## src/rtl/fifo_write_arbiter_if.sv

```systemverilog
// Write-port bundle between the write-domain requesters and the FIFO write
// arbiter, including the pointer-manager status flags it observes.
//   master : requester/pointer-manager side (drives req_in, data_in, flags)
//   slave  : arbiter side (drives grant/ack, req_write, data_write, error)
interface fifo_write_arbiter_if #(
  parameter int unsigned NUM_REQ    = 4,
  parameter int unsigned DATA_WIDTH = 8
) ();
  logic [NUM_REQ-1:0]            req_in;
  logic [NUM_REQ*DATA_WIDTH-1:0] data_in;
  logic                          flag_full;
  logic                          flag_of;
  logic [NUM_REQ-1:0]            grant_out;
  logic [NUM_REQ-1:0]            ack_out;
  logic                          req_write;
  logic [DATA_WIDTH-1:0]         data_write;
  logic                          err_overflow;

  modport master (
    output req_in, data_in, flag_full, flag_of,
    input  grant_out, ack_out, req_write, data_write, err_overflow
  );

  modport slave (
    input  req_in, data_in, flag_full, flag_of,
    output grant_out, ack_out, req_write, data_write, err_overflow
  );
endinterface

```

## src/rtl/fifo_write_arbiter.sv

```systemverilog
// Round-robin arbiter sharing the asynchronous FIFO write port among NUM_REQ
// write-domain requesters. Grants last at most MAX_BURST accepted beats,
// stall on flag_full, and hand over with no idle cycle. Overflow pulses from
// the pointer manager are latched into a sticky error flag.
// Ports:
//   clk_write : write-domain clock (rising edge)
//   reset     : synchronous, active-high
//   bus       : slave side of fifo_write_arbiter_if
//               in : req_in, data_in, flag_full, flag_of
//               out: grant_out (registered one-hot), ack_out (comb strobe),
//                    req_write, data_write, err_overflow (sticky)
module fifo_write_arbiter #(
  parameter int unsigned NUM_REQ    = 4,
  parameter int unsigned DATA_WIDTH = 8,
  parameter int unsigned MAX_BURST  = 4
) (
  input  logic                clk_write,
  input  logic                reset,
  fifo_write_arbiter_if.slave bus
);

  localparam int unsigned IW = (NUM_REQ > 1) ? $clog2(NUM_REQ) : 1;

  typedef enum logic {S_IDLE, S_OWN} state_t;

  state_t             r_state, w_state_nxt;
  logic [IW-1:0]      r_owner, w_owner_nxt;
  logic [IW-1:0]      r_last_owner, w_last_nxt;
  logic [3:0]         r_beat_cnt, w_beat_nxt;
  logic [NUM_REQ-1:0] r_grant, w_grant_nxt;
  logic               r_err;

  logic               w_accept;
  logic               w_release;
  logic               w_found;
  logic [IW-1:0]      w_pick;

  // Rotating search starting just after the last owner; the last owner
  // itself is visited last so it only wins when nobody else is requesting.
  function automatic logic [IW:0] pick_next(input logic [NUM_REQ-1:0] req,
                                            input logic [IW-1:0]      last);
    logic          found;
    logic [IW-1:0] sel;
    int unsigned   idx;
    found = 1'b0;
    sel   = '0;
    for (int unsigned k = 1; k <= NUM_REQ; k++) begin
      idx = 32'(last) + k;
      if (idx >= NUM_REQ) idx = idx - NUM_REQ;
      if (!found && req[IW'(idx)]) begin
        found = 1'b1;
        sel   = IW'(idx);
      end
    end
    return {found, sel};
  endfunction

  always_comb begin
    {w_found, w_pick} = pick_next(bus.req_in, r_last_owner);
  end

  assign w_accept  = (r_state == S_OWN) && bus.req_in[r_owner] && !bus.flag_full;
  // Burst-limit release only counts on an actual accept, so a full stall
  // never ends a grant early; a dropped request always does.
  assign w_release = (r_state == S_OWN) &&
                     (!bus.req_in[r_owner] ||
                      (w_accept && (r_beat_cnt == 4'(MAX_BURST - 1))));

  // State register
  always_ff @(posedge clk_write) begin
    if (reset) begin
      r_state      <= S_IDLE;
      r_owner      <= '0;
      r_last_owner <= IW'(NUM_REQ - 1);
      r_beat_cnt   <= '0;
      r_grant      <= '0;
      r_err        <= 1'b0;
    end else begin
      r_state      <= w_state_nxt;
      r_owner      <= w_owner_nxt;
      r_last_owner <= w_last_nxt;
      r_beat_cnt   <= w_beat_nxt;
      r_grant      <= w_grant_nxt;
      r_err        <= r_err | bus.flag_of;
    end
  end

  // Next-state logic: release and idle share the same selection, so a
  // handover goes straight to the new owner at the releasing edge.
  always_comb begin
    w_state_nxt = r_state;
    w_owner_nxt = r_owner;
    w_last_nxt  = r_last_owner;
    w_beat_nxt  = r_beat_cnt;
    w_grant_nxt = r_grant;
    if ((r_state == S_IDLE) || w_release) begin
      w_beat_nxt = '0;
      if (w_found) begin
        w_state_nxt = S_OWN;
        w_owner_nxt = w_pick;
        w_last_nxt  = w_pick;
        w_grant_nxt = NUM_REQ'(1) << w_pick;
      end else begin
        w_state_nxt = S_IDLE;
        w_grant_nxt = '0;
      end
    end else if (w_accept) begin
      w_beat_nxt = r_beat_cnt + 4'd1;
    end
  end

  // Output logic
  always_comb begin
    bus.grant_out    = r_grant;
    bus.ack_out      = '0;
    bus.req_write    = 1'b0;
    bus.data_write   = '0;
    bus.err_overflow = r_err;
    if (r_state == S_OWN) begin
      bus.data_write = bus.data_in[r_owner*DATA_WIDTH +: DATA_WIDTH];
    end
    if (w_accept) begin
      bus.ack_out[r_owner] = 1'b1;
      bus.req_write        = 1'b1;
    end
  end

endmodule
```

## src/flat_wrapper.sv

```systemverilog
// flat-port wrapper written by rule: the top's interface ports become plain ports
module fifo_write_arbiter_flat 
#(
  parameter int unsigned NUM_REQ    = 4,
  parameter int unsigned DATA_WIDTH = 8,
  parameter int unsigned MAX_BURST  = 4
)
  (clk_write, reset, bus_req_in, bus_data_in, bus_flag_full, bus_flag_of, bus_grant_out, bus_ack_out, bus_req_write, bus_data_write, bus_err_overflow);
  fifo_write_arbiter_if #(.NUM_REQ(NUM_REQ), .DATA_WIDTH(DATA_WIDTH)) bus_i ();
  input  logic clk_write;
  input  logic reset;
  input wire logic [$bits(bus_i.req_in)-1:0] bus_req_in;
  input wire logic [$bits(bus_i.data_in)-1:0] bus_data_in;
  input wire logic [$bits(bus_i.flag_full)-1:0] bus_flag_full;
  input wire logic [$bits(bus_i.flag_of)-1:0] bus_flag_of;
  output wire logic [$bits(bus_i.grant_out)-1:0] bus_grant_out;
  output wire logic [$bits(bus_i.ack_out)-1:0] bus_ack_out;
  output wire logic [$bits(bus_i.req_write)-1:0] bus_req_write;
  output wire logic [$bits(bus_i.data_write)-1:0] bus_data_write;
  output wire logic [$bits(bus_i.err_overflow)-1:0] bus_err_overflow;
  assign bus_i.req_in = bus_req_in;
  assign bus_i.data_in = bus_data_in;
  assign bus_i.flag_full = bus_flag_full;
  assign bus_i.flag_of = bus_flag_of;
  assign bus_grant_out = bus_i.grant_out;
  assign bus_ack_out = bus_i.ack_out;
  assign bus_req_write = bus_i.req_write;
  assign bus_data_write = bus_i.data_write;
  assign bus_err_overflow = bus_i.err_overflow;
  fifo_write_arbiter #(.NUM_REQ(NUM_REQ), .DATA_WIDTH(DATA_WIDTH), .MAX_BURST(MAX_BURST)) u_core (.clk_write(clk_write), .reset(reset), .bus(bus_i));
endmodule
```

## config.mk

```make
export PLATFORM = sky130hd
export DESIGN_NAME = fifo_write_arbiter_flat
export DESIGN_NICKNAME = d
export VERILOG_FILES = /design/src/rtl/fifo_write_arbiter_if.sv /design/src/rtl/fifo_write_arbiter.sv /design/src/flat_wrapper.sv
export SDC_FILE = /design/constraint.sdc
export NUM_CORES = 1
export LEC_CHECK = 0
export CAP_MARGIN = 20
export CORE_UTILIZATION = 34
export CTS_CLUSTER_DIAMETER = 30
export CTS_CLUSTER_SIZE = 14
export DETAILED_ROUTE_END_ITERATION = 12
export PLACE_DENSITY = 0.75
export SETUP_SLACK_MARGIN = 0.1
export SLEW_MARGIN = 25
export SYNTH_ARGS = -nofsm -noshare
export SYNTH_HDL_FRONTEND = slang
export SYNTH_SLANG_ARGS = --single-unit
```

## constraint.sdc

```tcl
create_clock -name clk_write -period 1.6 [get_ports clk_write]
set_input_delay 0.24 -clock clk_write [delete_from_list [all_inputs] [get_ports clk_write]]
set_output_delay 0.24 -clock clk_write [all_outputs]
set_load 0.02 [all_outputs]
```

==> impl_metrics.env, run 1 <==
export IMPL_cts_hold_buf=0
export IMPL_period_minus_slack_ns=1.83
export IMPL_pin_count=58
export IMPL_antenna_found_initial=0
export IMPL_grt_use_met2_pct=37.9
export IMPL_wirelength_um=3430
export IMPL_max_freq_mhz=547
export IMPL_grt_pass1_vias=1196
export IMPL_peakVddDrop_mv=0.620
export IMPL_cts_tree="yes"
export IMPL_grt_overflow=0
export IMPL_path_max_fanout=5
export IMPL_finalClockSkew_ns=0.00132
export IMPL_syn_instance_count=110
export IMPL_synth_commonest_cells="dfxtp_1 (14), and2_1 (8), mux4_2 (8), nand2_1 (7), nor2_1 (7)"
export IMPL_die_area_um2=3210
export IMPL_routed_via_density=5.48
export IMPL_synth_ff_type="dfxtp_1"
export IMPL_hold_class="primary input to register"
export IMPL_clock_sinks=14
export IMPL_synth_edf_count=0
export IMPL_cts_buffers=3
export IMPL_syn_area_um2=1020
export IMPL_vias=1232
export IMPL_antenna_cells=0
export IMPL_cts_path_max_buffers=2
export IMPL_gp_congestion=0.813
export IMPL_ant_nets=0
export IMPL_finalMaxSlewViolations=0
export IMPL_drive_gt1_share_pct=50.5
export IMPL_drc=18
export IMPL_async_reset_ff_share_pct=0
export IMPL_setup_viol=18
export IMPL_wl_per_cell_um=15.2
export IMPL_synth_avg_cell_area_um2=9.24
export IMPL_clock_latency_ns=0.28
export IMPL_ys_seq_elements=14
export IMPL_critPathKind="register to primary output"
export IMPL_post_route_period_util_pct=114
export IMPL_cellPowerDensity_nw_per_um2=739
export IMPL_track_usage_pct=20.6
export IMPL_grt_util_met1_pct=23.3
export IMPL_relSlewSlack_pct=70.7
export IMPL_hold_viol=0
export IMPL_synth_top_cell_area_share_pct=27.6
export IMPL_violations="DRC, setup timing"
export IMPL_setup_slack_ns=-0.229
export IMPL_htreeDepth=1
export IMPL_yosysSeqAreaShare_pct=27.6
export IMPL_rows=19
export IMPL_dr_pass1_iters=8
export IMPL_clk_pin_slew_ns=0.08
export IMPL_ctsRootBufferMaster="clkbuf_4"
export IMPL_synth_cell_types=41
export IMPL_p_leak_nw=0.876
export IMPL_port_buffers=57
export IMPL_core_um2=2810
export IMPL_critPathLaunchType="register"
export IMPL_dp_cells=219
export IMPL_die_height_um=56.7
export IMPL_use_met3_pct=4.38
export IMPL_required_ns=1.36
export IMPL_critPathCaptureType="primary output"
export IMPL_critical_path_arrival_ns=1.59
export IMPL_synth_most_common_cell="dfxtp_1"
export IMPL_grt_max_degree=13
export IMPL_start_util_pct=36.2
export IMPL_synth_warnings=0
export IMPL_die_x_um=56.7
export IMPL_rsz0062_at_grt="yes"
export IMPL_ys_top_cells_by_area="dfxtp_1 (28%), mux4_2 (18%), and2_1 (4.9%)"
export IMPL_post_dp_hpwl_um=2540
export IMPL_worst_pin_slew_ns=0.434
export IMPL_final_cells=225
export IMPL_grt_pass1_wl_um=5170
export IMPL_synth_nets=151
export IMPL_max_cap_violations=0
export IMPL_fin_util_pct=76.2
export IMPL_final_nets=237
export IMPL_top_usage_layer="met2"
export IMPL_drt_iter0_drc=38
export IMPL_outcome="complete, but fails checks"
export IMPL_area_growth_pct=110
export IMPL_yosys_area_top_type="dfxtp_1"
==> timing repair <==
| action | in CTS | in global routing |
|---|---|---|
| endpoints found under the hold margin | 0 | 0 |
| endpoints found under the setup margin | 24 | 26 |
| resized for setup | 107 | 26 |
| gates cloned | 1 | 0 |
| pin swaps | 18 | 11 |
| setup buffers | 1 | 2 |
==> placed cells by master, fill, tap and decap left out, types with 2 or more instances in the layout <==
cell	synthesis	layout
buf_6	0	17
nor3b_4	0	2
a21oi_2	1	2
nand3_1	2	2
clkdlybuf4s50_1	0	38
mux4_2	8	8
nand2b_4	0	2
o31ai_2	0	2
o32ai_2	0	2
nand2b_1	4	2
clkbuf_4	0	3
nand2_1	7	6
nor2_1	7	6
o21ai_0	4	2
inv_1	6	5
dfxtp_1	14	9
dlymetal6s2s_1	0	3
buf_4	2	23
nand4_1	2	2
dfxtp_2	0	3
dlygate4sd2_1	0	3
mux2i_4	0	2
a21oi_1	5	3
dfxtp_4	0	2
and2_4	0	8
==> stage by stage <==
step                      worst slack [ns]  setup TNS [ns]  power, mW  instance area [um2]  hold WS [ns]
after floorplan                     0.0497               0      0.856                 1090         0.361
after global routing                -0.264           -3.57       1.65                 2140         0.447
after CTS                           -0.246           -2.42       1.53                 2040         0.482
after detailed placement            -0.677           -9.50       1.21                 1870         0.463
final                               -0.229           -2.70       1.58                 2140         0.412
after global placement              -0.662           -8.80       1.19                 1870         0.446
==> critical path: stages (launching register included) <==
cell,delay (ns)
dfxtp_4,0.40
buf_12,0.13
mux4_2,0.51
and2_4,0.16
buf_6,0.12
==> per-layer routing <==
layer  vias to the layer above  share of wire, %
met2                        57                51
li1                        595                 -
met3                         6               9.2
met4                         0               1.3
met1                       574                39
met5                         -                 0
==> where the power goes <==
| part | internal [mW] | switching, mW |
|---|---|---|
| Combinational | 0.560 | 0.380 |
| Sequential | 0.391 | 0.0480 |
| Clock | 0.0874 | 0.113 |
==> state kept, by name, indices dropped and copies added (netlist names) <==
signal                   flops
u_core.r_beat_cnt            4
u_core.r_owner               2
u_core.bus.grant_out         4
u_core.r_last_owner          2
u_core.bus.err_overflow      1
u_core.r_state               1
==> path summary, 6_finish.rpt <==
check	start	endpoint	slack (ns)	cells after the start
setup / recovery	u_core.r_owner[0]	bus_data_write[2]	-0.23	4
hold / removal	bus_flag_full	u_core.r_beat_cnt[3]	0.41	3
setup reg to reg	u_core.r_owner[1]	u_core.r_beat_cnt[3]	-0.16	6
hold reg to reg	u_core.bus.err_overflow	u_core.bus.err_overflow	0.48	2
==> kinds of logic after synthesis <==
| kind of cell | count (synthesis) | share of synthesized area [%] |
|---|---|---|
| AND/OR/NAND/NOR | 43 | 23.0 |
| adder cells (fa/ha/maj) | 1 | 1.23 |
| multiplexers | 11 | 20.7 |
| AO/OA/AOI/OAI | 30 | 22.5 |
| flip-flops | 14 | 27.6 |
| buffers and inverters | 11 | 4.93 |
==> layout make-up <==
cell class	instances	area (um2)
Fill cell	194	668
Sequential cell	14	292
Multi-Input combinational cell	85	903
Timing Repair Buffer	86	856
Tap cell	31	38.8
Clock buffer	3	22.5
Inverter	6	25.0
(Power assumes the default switching activity.)
==> inputs of run 2 (changes only) <==
--- a/config.mk
+++ b/config.mk
@@ -5,12 +5,13 @@
 export SDC_FILE = /design/constraint.sdc
 export NUM_CORES = 1
 export LEC_CHECK = 0
+export ABC_CLOCK_PERIOD_IN_PS = 1600
 export CAP_MARGIN = 20
 export CORE_UTILIZATION = 34
 export CTS_CLUSTER_DIAMETER = 30
 export CTS_CLUSTER_SIZE = 14
 export DETAILED_ROUTE_END_ITERATION = 12
-export PLACE_DENSITY = 0.75
+export PLACE_DENSITY = 0.81
 export SETUP_SLACK_MARGIN = 0.1
 export SLEW_MARGIN = 25
 export SYNTH_ARGS = -nofsm -noshare
==> impl_metrics.env, run 2 (synthesized netlist as in run 1, its figures left out) <==
export IMPL_rows=19
export IMPL_p_sw_uw=528
export IMPL_p_comb_share_pct=56.0
export IMPL_cts_hold_buf=0
export IMPL_max_freq_mhz=548
export IMPL_core_um2=2810
export IMPL_hold_viol=0
export IMPL_fin_util_pct=73.5
export IMPL_dr_pass1_iters=8
export IMPL_htreeDepth=1
export IMPL_cts_buffers=3
export IMPL_grt_pass1_vias=1214
export IMPL_die_area_um2=3210
export IMPL_wirelength_um=3600
export IMPL_violations="DRC, setup timing"
export IMPL_post_route_period_util_pct=114
export IMPL_outcome="complete, but fails checks"
export IMPL_p_sw_share_pct=33.5
export IMPL_critical_path_arrival_ns=1.58
export IMPL_period_minus_slack_ns=1.82
export IMPL_cts_path_max_buffers=2
export IMPL_port_buffers=57
export IMPL_drive_gt1_share_pct=45.1
export IMPL_ctsRootBufferMaster="clkbuf_4"
export IMPL_clock_latency_ns=0.28
export IMPL_post_place_ws_ns=-0.693
export IMPL_ant_nets=0
export IMPL_drc=14
export IMPL_p_total_mw=1.58
export IMPL_rr_worst_depth=5
export IMPL_clock_sinks=14
export IMPL_dp_cells=217
export IMPL_relSlewSlack_pct=76.2
export IMPL_antenna_found_initial=0
export IMPL_path_max_fanout=4
export IMPL_critPathCaptureType="primary output"
export IMPL_final_cells=224
export IMPL_rsz0062_at_grt="yes"
export IMPL_required_ns=1.36
export IMPL_hold_class="register to register"
export IMPL_grt_overflow=0
export IMPL_routed_via_density=5.71
export IMPL_final_area_um2=2060
export IMPL_drt_iter0_drc=76
export IMPL_antenna_cells=0
export IMPL_finalClockSkew_ns=0.000418
export IMPL_post_dp_hpwl_um=2660
export IMPL_grt_pass1_wl_um=5580
export IMPL_layout_common_cells="clkdlybuf4s50_1 (36), buf_4 (22), buf_6 (17)"
export IMPL_final_nets=235
export IMPL_hold_depth=2
export IMPL_worst_pin_slew_ns=0.348
export IMPL_setup_slack_ns=-0.224
export IMPL_grt_max_degree=14
export IMPL_clk_pin_slew_ns=0.08
export IMPL_critPathKind="register to primary output"
export IMPL_dpl_instance_area_um2=1860
export IMPL_die_x_um=56.7
export IMPL_clockPowerShare_pct=16.4
export IMPL_max_cap_violations=0
export IMPL_cts_tree="yes"
export IMPL_timing_hold_ws_ns=0.485
export IMPL_nFillCells=184
export IMPL_p_leak_nw=0.873
export IMPL_die_height_um=56.7
export IMPL_cellPowerDensity_nw_per_um2=765
export IMPL_setup_viol=14
export IMPL_vias=1279
export IMPL_gp_congestion=0.780
export IMPL_tns_ns=-2.25
export IMPL_power_frac_seq_pct=27.6
export IMPL_area_growth_pct=103
export IMPL_finalMaxSlewViolations=0
export IMPL_critPathLaunchType="register"
export IMPL_layout_commonest_cell="clkdlybuf4s50_1"
export IMPL_pin_count=58
export IMPL_start_util_pct=36.2
export IMPL_track_usage_pct=22.5
export IMPL_wl_per_cell_um=16.1
export IMPL_intPower_mw=1.05
export IMPL_peakVddDrop_mv=0.573
[run 2: worst paths after layout]
check                          startpoint                      end  slack (ns)
setup / recovery        u_core.r_owner[0]        bus_data_write[7]       -0.22
setup reg to reg        u_core.r_owner[1]     u_core.r_beat_cnt[3]       -0.05
hold / removal    u_core.bus.err_overflow  u_core.bus.err_overflow        0.48
hold reg to reg   u_core.bus.err_overflow  u_core.bus.err_overflow        0.48
[run 2: power groups by stage]
stage	Combinational, mW	Sequential [mW]	Clock (mW)
3_5_place_dp	0.765	0.431	0
2_1_floorplan	0.425	0.431	0
6_report	0.883	0.435	0.258
5_1_grt	0.935	0.440	0.279
3_3_place_gp	0.742	0.428	0
4_1_cts	0.829	0.432	0.261
[run 2: cell type report]
type / count / area [um2] / area share [%]
clock buffers: 4 / 36.3 / 1.76
inverters: 6 / 25.0 / 1.21
multi-input cells: 85 / 851 / 41.3
flip-flops and latches: 14 / 293 / 14.2
well taps: 31 / 38.8 / 1.88
repair buffers: 84 / 818 / 39.7
[run 2: layer usage]
metal / global-route usage (%) / vias up / routed length [um]
met3: 3.69 / 3 / 291
met1: 23.7 / 618 / 1250
met4: 3.57 / 0 / 21
met5: 0 / - / 0
li1: - / 592 / -
met2: 46.1 / 66 / 2040
[run 2: critical path, stage by stage (launching register included)]
cell	delay (ns)
dfxtp_4	0.39
buf_6	0.12
mux4_2	0.51
and2_4	0.16
buf_6	0.12
[run 2: what timing repair did]
item | in CTS | in global routing
buffers inserted | 1 | 3
pin swaps | 11 | 10
gates cloned | 0 | 0
resized for setup | 100 | 20
endpoints found under the hold margin | 0 | 0
endpoints found under the setup margin | 25 | 27
